<file path="config.mk">
export PLATFORM = sky130hd
export DESIGN_NAME = bus_gate_keeper
export DESIGN_NICKNAME = d
export VERILOG_FILES = /design/src/rtl/bus_gate_keeper.sv
export SDC_FILE = /design/constraint.sdc
export NUM_CORES = 1
export LEC_CHECK = 0
export BUFFER_PORTS_ARGS = -buffer_cell sky130_fd_sc_hd__buf_4
export CAP_MARGIN = 15
export CORE_ASPECT_RATIO = 1.5
export CORE_MARGIN = 5
export CORE_UTILIZATION = 27
export DETAILED_ROUTE_END_ITERATION = 10
export SYNTH_ARGS = -nofsm -noshare
export SYNTH_HDL_FRONTEND = slang
export SYNTH_SLANG_ARGS = --single-unit
export TNS_END_PERCENT = 100
</file>
<file path="constraint.sdc">
create_clock -name Clk -period 1.4 [get_ports Clk]
set_input_delay 0.14 -clock Clk [delete_from_list [all_inputs] [get_ports Clk]]
set_output_delay 0.14 -clock Clk [all_outputs]
set_load 0.05 [all_outputs]
</file>
<file path="src/rtl/bus_gate_keeper.sv">
// bus_gate_keeper: priority-gated bus mux with keeper, contention flag/counter and last-driver debug register
module bus_gate_keeper #(
  parameter int WIDTH = 16,
  parameter int NUM_SRC = 4,
  parameter int CNT_W = 8,
  localparam int SRC_W = $clog2(NUM_SRC)
) (
  input  logic                     Clk,
  input  logic                     Reset,
  input  logic [NUM_SRC-1:0]       Gate,
  input  logic [NUM_SRC*WIDTH-1:0] Din,
  input  logic                     Clr_Err,
  output logic [WIDTH-1:0]         Out_Bus,
  output logic                     Bus_Valid,
  output logic                     Contention,
  output logic                     Contention_Err,
  output logic [CNT_W-1:0]         Contention_Cnt,
  output logic [SRC_W-1:0]         Last_Src
);
  logic [WIDTH-1:0] hold_q, drv;
  logic [SRC_W-1:0] win, last_q;
  logic             err_q, err_d;
  logic [CNT_W-1:0] cnt_q, cnt_d;
  always_comb begin
    win = '0;
    for (int i = 0; i < NUM_SRC; i++) if (Gate[i]) win = SRC_W'(i);
  end
  assign drv = Din[win*WIDTH +: WIDTH];
  assign Bus_Valid = |Gate;
  // more than one bit set iff clearing the lowest set bit leaves something
  assign Contention = |(Gate & (Gate - NUM_SRC'(1)));
  assign Out_Bus = Bus_Valid ? drv : hold_q;
  always_comb begin
    err_d = Contention | (err_q & ~Clr_Err);
    cnt_d = Clr_Err ? CNT_W'(Contention) : Contention ? (&cnt_q ? cnt_q : cnt_q + CNT_W'(1)) : cnt_q;
  end
  always_ff @(posedge Clk or posedge Reset) begin
    if (Reset) begin
      hold_q <= '0;
      last_q <= '0;
      err_q  <= 1'b0;
      cnt_q  <= '0;
    end else begin
      if (Bus_Valid) begin
        hold_q <= drv;
        last_q <= win;
      end
      err_q <= err_d;
      cnt_q <= cnt_d;
    end
  end
  assign Contention_Err = err_q;
  assign Contention_Cnt = cnt_q;
  assign Last_Src = last_q;
endmodule

</file>
[Yosys cells after proc, flatten, opt, wreduce, memory -nomap -nowiden]
Index checks and enable logic that the tools add are counted.
Operators by class
  add/subtract/negate cells: 2
  equal/unequal tests: 1
  shifts and indexed selects: 1
  mux-type cells: 7
  bitwise operators: 4
  reductions and logical operators: 5
Operators by type and width (count)
  64-bit by 7-bit indexed part select with 16-bit output: 1
  8-bit 2-to-1 mux: 3
  16-bit 2-to-1 mux: 1
  8-bit by 1-bit adder with 8-bit output, second input constant: 1
  8-bit AND reduction: 1
  4-bit OR reduction: 2
  4-bit bitwise AND: 1
  2-bit 2-to-1 mux: 2
  4-bit by 1-bit subtractor with 4-bit output, second input constant: 1
  2-bit inequality test, second input constant: 1
  2-bit AND reduction: 1
  2-bit nonzero test: 1
  1-bit bitwise AND: 1
  1-bit 2-to-1 mux: 1
  1-bit inverter: 1
  1-bit bitwise OR: 1
Word-level totals
  register bits after elaboration: 27
  input port bits: 71
  output and inout bits: 29

[Longest topological paths before layout]
Gate-level depths: netlist (run 1).
  depth after elaboration: 5
  mapped depth: 7
  gate-level depth less buffers: 5

[Worst setup path before layout (run 1)]
OpenSTA, ideal clock, no wires.
  path kind: input-to-reg
  start point: input port Gate[3]
  end point: register hold_q[12]
  library setup time: 214 ps
  arrival: 1952 ps
  setup slack: -766 ps
  stages on the path: 4
  buffers on the path: 1
  path through: buf_4 -> nor4_2 -> inv_1 -> a21oi_1
On the way
  elaborated cells between the ends (all ways): 4
  those cells by class: 1 x shift; 2 x mux; 1 x reduce/logical
RTL lines
  from (decl): line 10  | input logic [NUM_SRC-1:0] Gate,
  4-bit OR reduction: line 29  | assign Bus_Valid = |Gate;
  net Bus_Valid: line 14  | output logic Bus_Valid,
  16-bit 2-to-1 mux
  net Out_Bus[12]: line 13  | output logic [WIDTH-1:0] Out_Bus,
  to (signal assigned): line 45  | hold_q <= drv;
  to (decl): line 20  | logic [WIDTH-1:0] hold_q, drv;
The timed path passes the listed nets, and every way through them passes these cells.
A chain may end at the register's enable or synchronous reset.

[Final worst setup path (run 1)]
  start point: input port Gate[0]
  end point: output port Out_Bus[7]
On the way
  word-level cells in the longest chain between the ends: 2
Ends and longest elaborated chain (line)
  4-bit OR reduction: 29
  16-bit 2-to-1 mux
  to (decl): 13
Every way passes these cells.

==> reports/metrics.yaml, run 1 <==
synthArstFlopShare: 1.00
timing.critical_path.from_type: "primary input"
power-per-cell-area_nw_per_um2: 788
syn_to_final_growth_pct: 102
layout_worst_path_cycle_share: 1.02
finish.net_count: 365
timing.reg2reg.worst_path_depth: 5
whs_ns: 0.0836
min_path_type: "in -> reg"
wirelength_mm: 6.15
grt_first_pass_wirelength_mm: 9.79
critical_path.endpoint_type: "primary output"
critical_path.reg2reg.startpoint: "Contention_Cnt[1]"
p_int_mw: 1.55
postSynthRegisterBits: 27
initial_utilization: 0.278
finClkSkew_ns: 0.00703
cts.clk_slew.worst_paths_ns: 0.11
timing.reg2reg.setup_slack_ns: 0.08
netlist_instances: 162
chipHeight_um: 102
detail_route.drc_violations: 0
antenna_violations_before_repair: 0
commonest_non_fill_non_tap_cells_in_the_layout: "sky130_fd_sc_hd__buf_4, sky130_fd_sc_hd__dfrtp_1, sky130_fd_sc_hd__nor2_1"
grt_max_degree: 28
pwr-share-clk: 0.199
grt_use_total: 0.169
portBuffers: 99
synth_enable_flop_cells: 0
gp_routability_congestion: 0.790
diodes: 0
final_layout_size_suffix_gt1_frac: 0.644
core_area_sq_um: 5450
min_period_ns: 1.43
irDropWorstVdd_uv: 412
psw_mw: 0.866
seq_area_frac_synth: 0.445
hold_violations: 0
drt_pre_antenna_iters: 4
synth_cell_type_count: 32
outcome: "finished with violations"
wire_length_per_cell_um: 17.0
layout_commonest_cell: "sky130_fd_sc_hd__buf_4"
power.switching_fraction: 0.359
detail-route-antenna-nets: 0
power.static_leakage_nw: 1.38
finalWorstSetupSlack_ns: -0.0304
rsz0062_at_grt: "yes"
synthesis.nets: 234
die_width_um: 71.2
max_freq_ghz: 0.699
final_slew_viol_count: 0
cts-root-buf: "sky130_fd_sc_hd__clkbuf_8"
report.final.setup_viol: 8
dp.final_hpwl_mm: 4.45
clock_sink_count: 27
clock_tree.buffer_depth: 2
grt_pass1_vias: 1976
total_power_mw: 2.41
crit_path_max_fanout: 6
yosys_warnings: 0
floorplan.rows: 33
synthesis.area_per_instance_sq_um: 9.37
global_route.overflow_total: 0
crit_startpoint: "Gate[0]"
synthesis.area_sq_um: 1520
detail_route.vias_per_cell: 5.17
synthFlopType: "sky130_fd_sc_hd__dfrtp_1"
p_seq_frac: 0.368
relSlewSlack: 0.746
r2r-end: "Contention_Cnt[0]"
arrival_ns: 1.29
timing_worst_slew_pin_value_ns: 0.380
detail_route.iter0.violations: 69
cts_tree: "yes"
critPathRequiredTime_ns: 1.26
num_vias: 1873
violated_checks: "setup timing"
worst_skew_pair.late_latency_ns: 0.28
floorplan.die_area_sq_um: 7250
comb_power_share: 0.432
floorplan.io_pins: 100
cts_made_buffers: 3
worst-setup-path-type: "in -> out"
ctsHtreeMaxLevel: 1
critPathCapture: "Out_Bus[7]"
drv.max_cap_violation_count: 0
cells in the mapped netlist, drive strengths merged, types with 2 or more instances:
master | n | share of area
buf | 3 | 0.013
nor2b | 2 | 0.0082
nand2b | 3 | 0.012
a211oi | 4 | 0.020
dfrtp | 27 | 0.45
a221oi | 13 | 0.075
nand3 | 4 | 0.013
inv | 7 | 0.017
mux2i | 4 | 0.026
nand2 | 2 | 0.0049
o21bai | 2 | 0.0099
nor2 | 18 | 0.045
clkbuf | 10 | 0.025
a221o | 13 | 0.086
a21oi | 13 | 0.043
or4 | 2 | 0.0099
a31oi | 3 | 0.012
o21ai | 2 | 0.0066
o22ai | 3 | 0.012
nor3 | 16 | 0.053
stage by stage:
stage	area [sq um]	util	setup TNS [ns]	instances	setup slack [ns]
after floorplan	1650	-	-0.286	162	-0.0905
after global placement	2590	0.475	-9.28	342	-0.438
after detailed placement	2590	0.475	-10.26	342	-0.505
after CTS	2980	0.548	-0.131	359	-0.0196
after global routing	3060	0.562	-0.905	362	-0.0841
final	3060	0.562	-0.124	362	-0.0304
worst min-delay path by stage:
stage             from                 to  slack, ns  depth (start not counted)
3_3_place_gp     Reset          hold_q[4]       0.25                          3
6_report       Clr_Err  Contention_Cnt[6]       0.08                          2
3_5_place_dp     Reset     Contention_Err       0.24                          3
2_1_floorplan    Reset     Contention_Err       0.19                          1
4_1_cts        Clr_Err  Contention_Cnt[4]       0.08                          2
5_1_grt        Clr_Err  Contention_Cnt[5]       0.10                          2
state kept, by name, indices dropped and copies added, names as in the netlist:
| name | count |
|---|---|
| hold_q | 16 |
| Contention_Cnt | 8 |
| Last_Src | 2 |
| Contention_Err | 1 |
layout make-up:
| cell class | count | area, sq um |
|---|---|---|
| fillers | 508 | 2390 |
| repair buffers | 138 | 1240 |
| multi-input cells | 116 | 965 |
| flip-flops and latches | 27 | 686 |
| well taps | 70 | 87.6 |
| clock buffers | 3 | 41.3 |
| inverters | 7 | 37.5 |
| clock inverters | 1 | 7.51 |
routing by layer:
layer / vias to the layer above / share of wire / routed length (um) / track usage
li1: 898 / - / - / -
met1: 899 / 0.37 / 2280 / 0.193
met2: 68 / 0.55 / 3390 / 0.319
met3: 8 / 0.069 / 424 / 0.0354
met4: 0 / 0.0098 / 60 / 0.0405
met5: - / 0 / 0 / 0
critical path, stage by stage:
cell and delay, ns:
sky130_fd_sc_hd__buf_8 0.10, sky130_fd_sc_hd__buf_6 0.11, sky130_fd_sc_hd__nor4_4 0.28, sky130_fd_sc_hd__buf_6 0.17
sky130_fd_sc_hd__inv_8 0.05, sky130_fd_sc_hd__buf_6 0.11, sky130_fd_sc_hd__a21oi_4 0.15, sky130_fd_sc_hd__buf_6 0.17
kinds of logic after synthesis:
logic type               Yosys count  synth area share
AND/OR/NAND/NOR                   53             0.178
AO/OA/AOI/OAI                     57             0.287
flip-flops                        27             0.445
multiplexers                       4            0.0264
buffers and inverters             20            0.0552
adder cells (fa/ha/maj)            1           0.00824
repair_timing:
action | in CTS | in global routing
setup buffers | 8 | 3
hold buffers | 1 | 0
cloned | 4 | 0
setup endpoints to repair | 17 | 19
hold endpoints to repair | 27 | 0
resized for setup | 51 | 14
pin swaps | 17 | 12
power by group through the flow:
| stage | sequential (mW) | clock [mW] | combinational [mW] |
|---|---|---|---|
| after floorplan | 0.963 | 0 | 0.449 |
| after global placement | 0.903 | 0 | 0.862 |
| after detailed placement | 0.903 | 0 | 0.867 |
| after CTS | 0.890 | 0.503 | 1.02 |
| after global routing | 0.898 | 0.529 | 1.11 |
| final | 0.889 | 0.482 | 1.04 |
No activity file was read; power rests on OpenSTA's default activity.
==> inputs of run 2 (changes only) <==
- CTS_CLUSTER_SIZE: unset -> 14
- GPL_ROUTABILITY_DRIVEN: unset -> 0
- clock period: 1.4 -> 1.5 ns (I/O delays scaled with it)
==> run 2 against run 1 <==
  * The run still ends with setup timing left
  * Largest power group unchanged
  * Sequential power is 7.0% lower
  * Largest cell class unchanged
  * Non-clock buffer count up 2
  * Global-route usage decreased by 0.77 points
  * Via count down 0.91%
  * Wire length fell by 0.94%
  * Cell count is 0.28% higher
  * Design area increased by 1.1%
  * Clock skew decreased by 0.0018 ns
  * Critical path depth down 2
  * Clock power fell by 7.9%
  * Critical endpoint is now Out_Bus[13]
  * Core utilization increased by 0.64 points
  * Combinational power about the same
==> reports/metrics.yaml, run 2 (synthesis gave the netlist of run 1 again) <==
outcome: "finished with violations"  # unchanged
violated_checks: "setup timing"  # unchanged
relSlewSlack: 0.744  # was 0.746
min_path_cells: 2  # unchanged
core_area_sq_um: 5450  # unchanged
arrival_ns: 1.36  # was 1.29 ns
detail_route.iter0.violations: 67  # was 69
crit_path_max_fanout: 10  # was 6
max_freq_ghz: 0.664
final_cell_area_sq_um: 3100  # was 3060 sq um
power-per-cell-area_nw_per_um2: 736  # was 788 nW/um^2
met3RoutedLength_um: 397  # was 424 um
grt_pass1_vias: 1894  # was 1976
cts_made_buffers: 3  # unchanged
floorplan.die_area_sq_um: 7250  # unchanged
finClkSkew_ns: 0.00525  # was 0.00703 ns
final_layout_size_suffix_gt1_frac: 0.655  # was 0.644
whs_ns: 0.0997  # was 0.0836 ns
comb_power_share: 0.443  # was 0.432
critPathRequiredTime_ns: 1.35  # was 1.26 ns
finalWorstSetupSlack_ns: -0.00661  # was -0.0304 ns
timing.critical_path.from_type: "primary input"  # unchanged
grt_max_degree: 30  # was 28
commonest_non_fill_non_tap_cells_in_the_layout: "sky130_fd_sc_hd__buf_4, sky130_fd_sc_hd__dfrtp_1, sky130_fd_sc_hd__nor2_1, sky130_fd_sc_hd__buf_6, sky130_fd_sc_hd__nor3_1"  # was sky130_fd_sc_hd__buf_4, sky130_fd_sc_hd__dfrtp_1, sky130_fd_sc_hd__nor2_1
timing_worst_slew_pin_value_ns: 0.385  # was 0.380 ns
initial_utilization: 0.278  # unchanged
psw_mw: 0.813  # was 0.866 mW
flip_flop_count_of_the_largest_register_after_layout: 16  # unchanged
worst-setup-path-type: "in -> out"  # unchanged
die_width_um: 71.2  # unchanged
chipHeight_um: 102  # unchanged
timing.reg2reg.worst_path_depth: 5  # unchanged
finalSetupTns_ns: -0.0104  # was -0.124 ns
floorplan.rows: 33  # unchanged
clock_sink_count: 27  # unchanged
pwr-share-clk: 0.195  # was 0.199
clock_tree.buffer_depth: 2  # unchanged
worst_skew_pair.late_latency_ns: 0.28  # about the same
detail_route.drc_violations: 0  # unchanged
detail_route.vias_per_cell: 5.11  # was 5.17
ctsHtreeMaxLevel: 1  # unchanged
hold_violations: 0  # unchanged
route.met2.wl_mm: 3.40  # was 3.39 mm
cts.clk_slew.worst_paths_ns: 0.10  # was 0.11 ns
finish.net_count: 366  # was 365
route.layer.met1.wl_mm: 2.15  # was 2.28 mm
wirelength_mm: 6.10  # was 6.15 mm
antenna_violations_before_repair: 0  # unchanged
regMostFlops: "hold_q"  # unchanged
dp_cells: 342  # unchanged
report.final.setup_viol: 2  # was 8
diodes: 0  # unchanged
final_cells: 363  # was 362
detailed_place.area_sq_um: 2570  # was 2590 sq um
global_route.overflow_total: 0  # unchanged
power.switching_fraction: 0.356  # was 0.359
rsz0062_at_grt: "yes"  # unchanged
syn_to_final_growth_pct: 104  # was 102%
detail-route-antenna-nets: 0  # unchanged
layout_commonest_cell: "sky130_fd_sc_hd__buf_4"  # unchanged
cts-root-buf: "sky130_fd_sc_hd__clkbuf_8"  # unchanged
cts_tree: "yes"  # unchanged
drt_pre_antenna_iters: 4  # unchanged
final_slew_viol_count: 0  # unchanged
min_path_type: "in -> reg"  # unchanged
wire_length_per_cell_um: 16.8  # was 17.0 um
p_int_mw: 1.47  # was 1.55 mW
floorplan.io_pins: 100  # unchanged
min_period_ns: 1.51
layout_worst_path_cycle_share: 1.00
irDropWorstVdd_uv: 331  # was 412 uV
grt_first_pass_wirelength_mm: 9.27  # was 9.79 mm
critical_path.endpoint_type: "primary output"  # unchanged
num_vias: 1856  # was 1873
dr.max_layer_used: "met4"  # unchanged
drv.max_cap_violation_count: 0  # unchanged
power.static_leakage_nw: 1.39  # was 1.38 nW
portBuffers: 99  # unchanged
grt_use_total: 0.162  # was 0.169
p_seq_frac: 0.363  # was 0.368
dp.final_hpwl_mm: 4.36  # was 4.45 mm
-- run 2: repair_timing --
action	in CTS	in global routing
gates resized for setup	40	17
buffers inserted	7	8
gates cloned	1	0
setup endpoints to repair	18	18
hold buffers	1	0
pin swaps	2	3
hold endpoints to repair	27	0
-- run 2: cell type report --
type                            count  area (sq um)
Fill cell                         508          2350
Timing Repair Buffer              140          1220
Multi-Input combinational cell    115          1010
Sequential cell                    27           686
Tap cell                           70          87.6
Inverter                            7          47.5
Clock buffer                        4          45.0
-- run 2: per-stage QoR --
stage	total power, mW	worst slack, ns	util
3_5_place_dp	1.67	-0.358	0.472
4_1_cts	2.23	-0.0414	0.537
2_1_floorplan	1.31	-0.00160	-
5_1_grt	2.39	-0.0535	0.568
6_report	2.28	-0.00661	0.568
3_3_place_gp	1.66	-0.350	0.472
-- run 2: critical path, cell delays in order --
cell and delay, ns:
sky130_fd_sc_hd__buf_8 0.11, sky130_fd_sc_hd__bufbuf_16 0.28, sky130_fd_sc_hd__a221oi_2 0.26, sky130_fd_sc_hd__nor3_1 0.07
sky130_fd_sc_hd__a221o_2 0.33, sky130_fd_sc_hd__buf_8 0.16
-- run 2: path summary, 6_finish.rpt --
path	to	slack, ns	from
worst max-delay path	Out_Bus[13]	-0.007	Gate[1]
worst min-delay path	Contention_Cnt[4]	0.1	Clr_Err
worst max register to register	Contention_Cnt[0]	0.11	Contention_Cnt[0]
worst min register to register	Last_Src[1]	0.51	Last_Src[1]
max in group asynchronous	Contention_Cnt[5]	0.71	Reset
min in group asynchronous	hold_q[9]	0.49	Reset
-- run 2: power groups by stage --
stage                     clock (mW)  sequential, mW  combinational (mW)
after floorplan                    0           0.897               0.412
after global placement             0           0.837               0.825
after detailed placement           0           0.839               0.831
after CTS                      0.458           0.830               0.942
after global routing           0.484           0.834                1.07
final                          0.444           0.827                1.01
-- run 2: metal layers --
| layer | global-route usage | vias to the layer above |
|---|---|---|
| met5 | 0 | - |
| met4 | 0.0695 | 0 |
| met3 | 0.0335 | 11 |
| met2 | 0.309 | 69 |
| met1 | 0.167 | 876 |
| li1 | - | 900 |
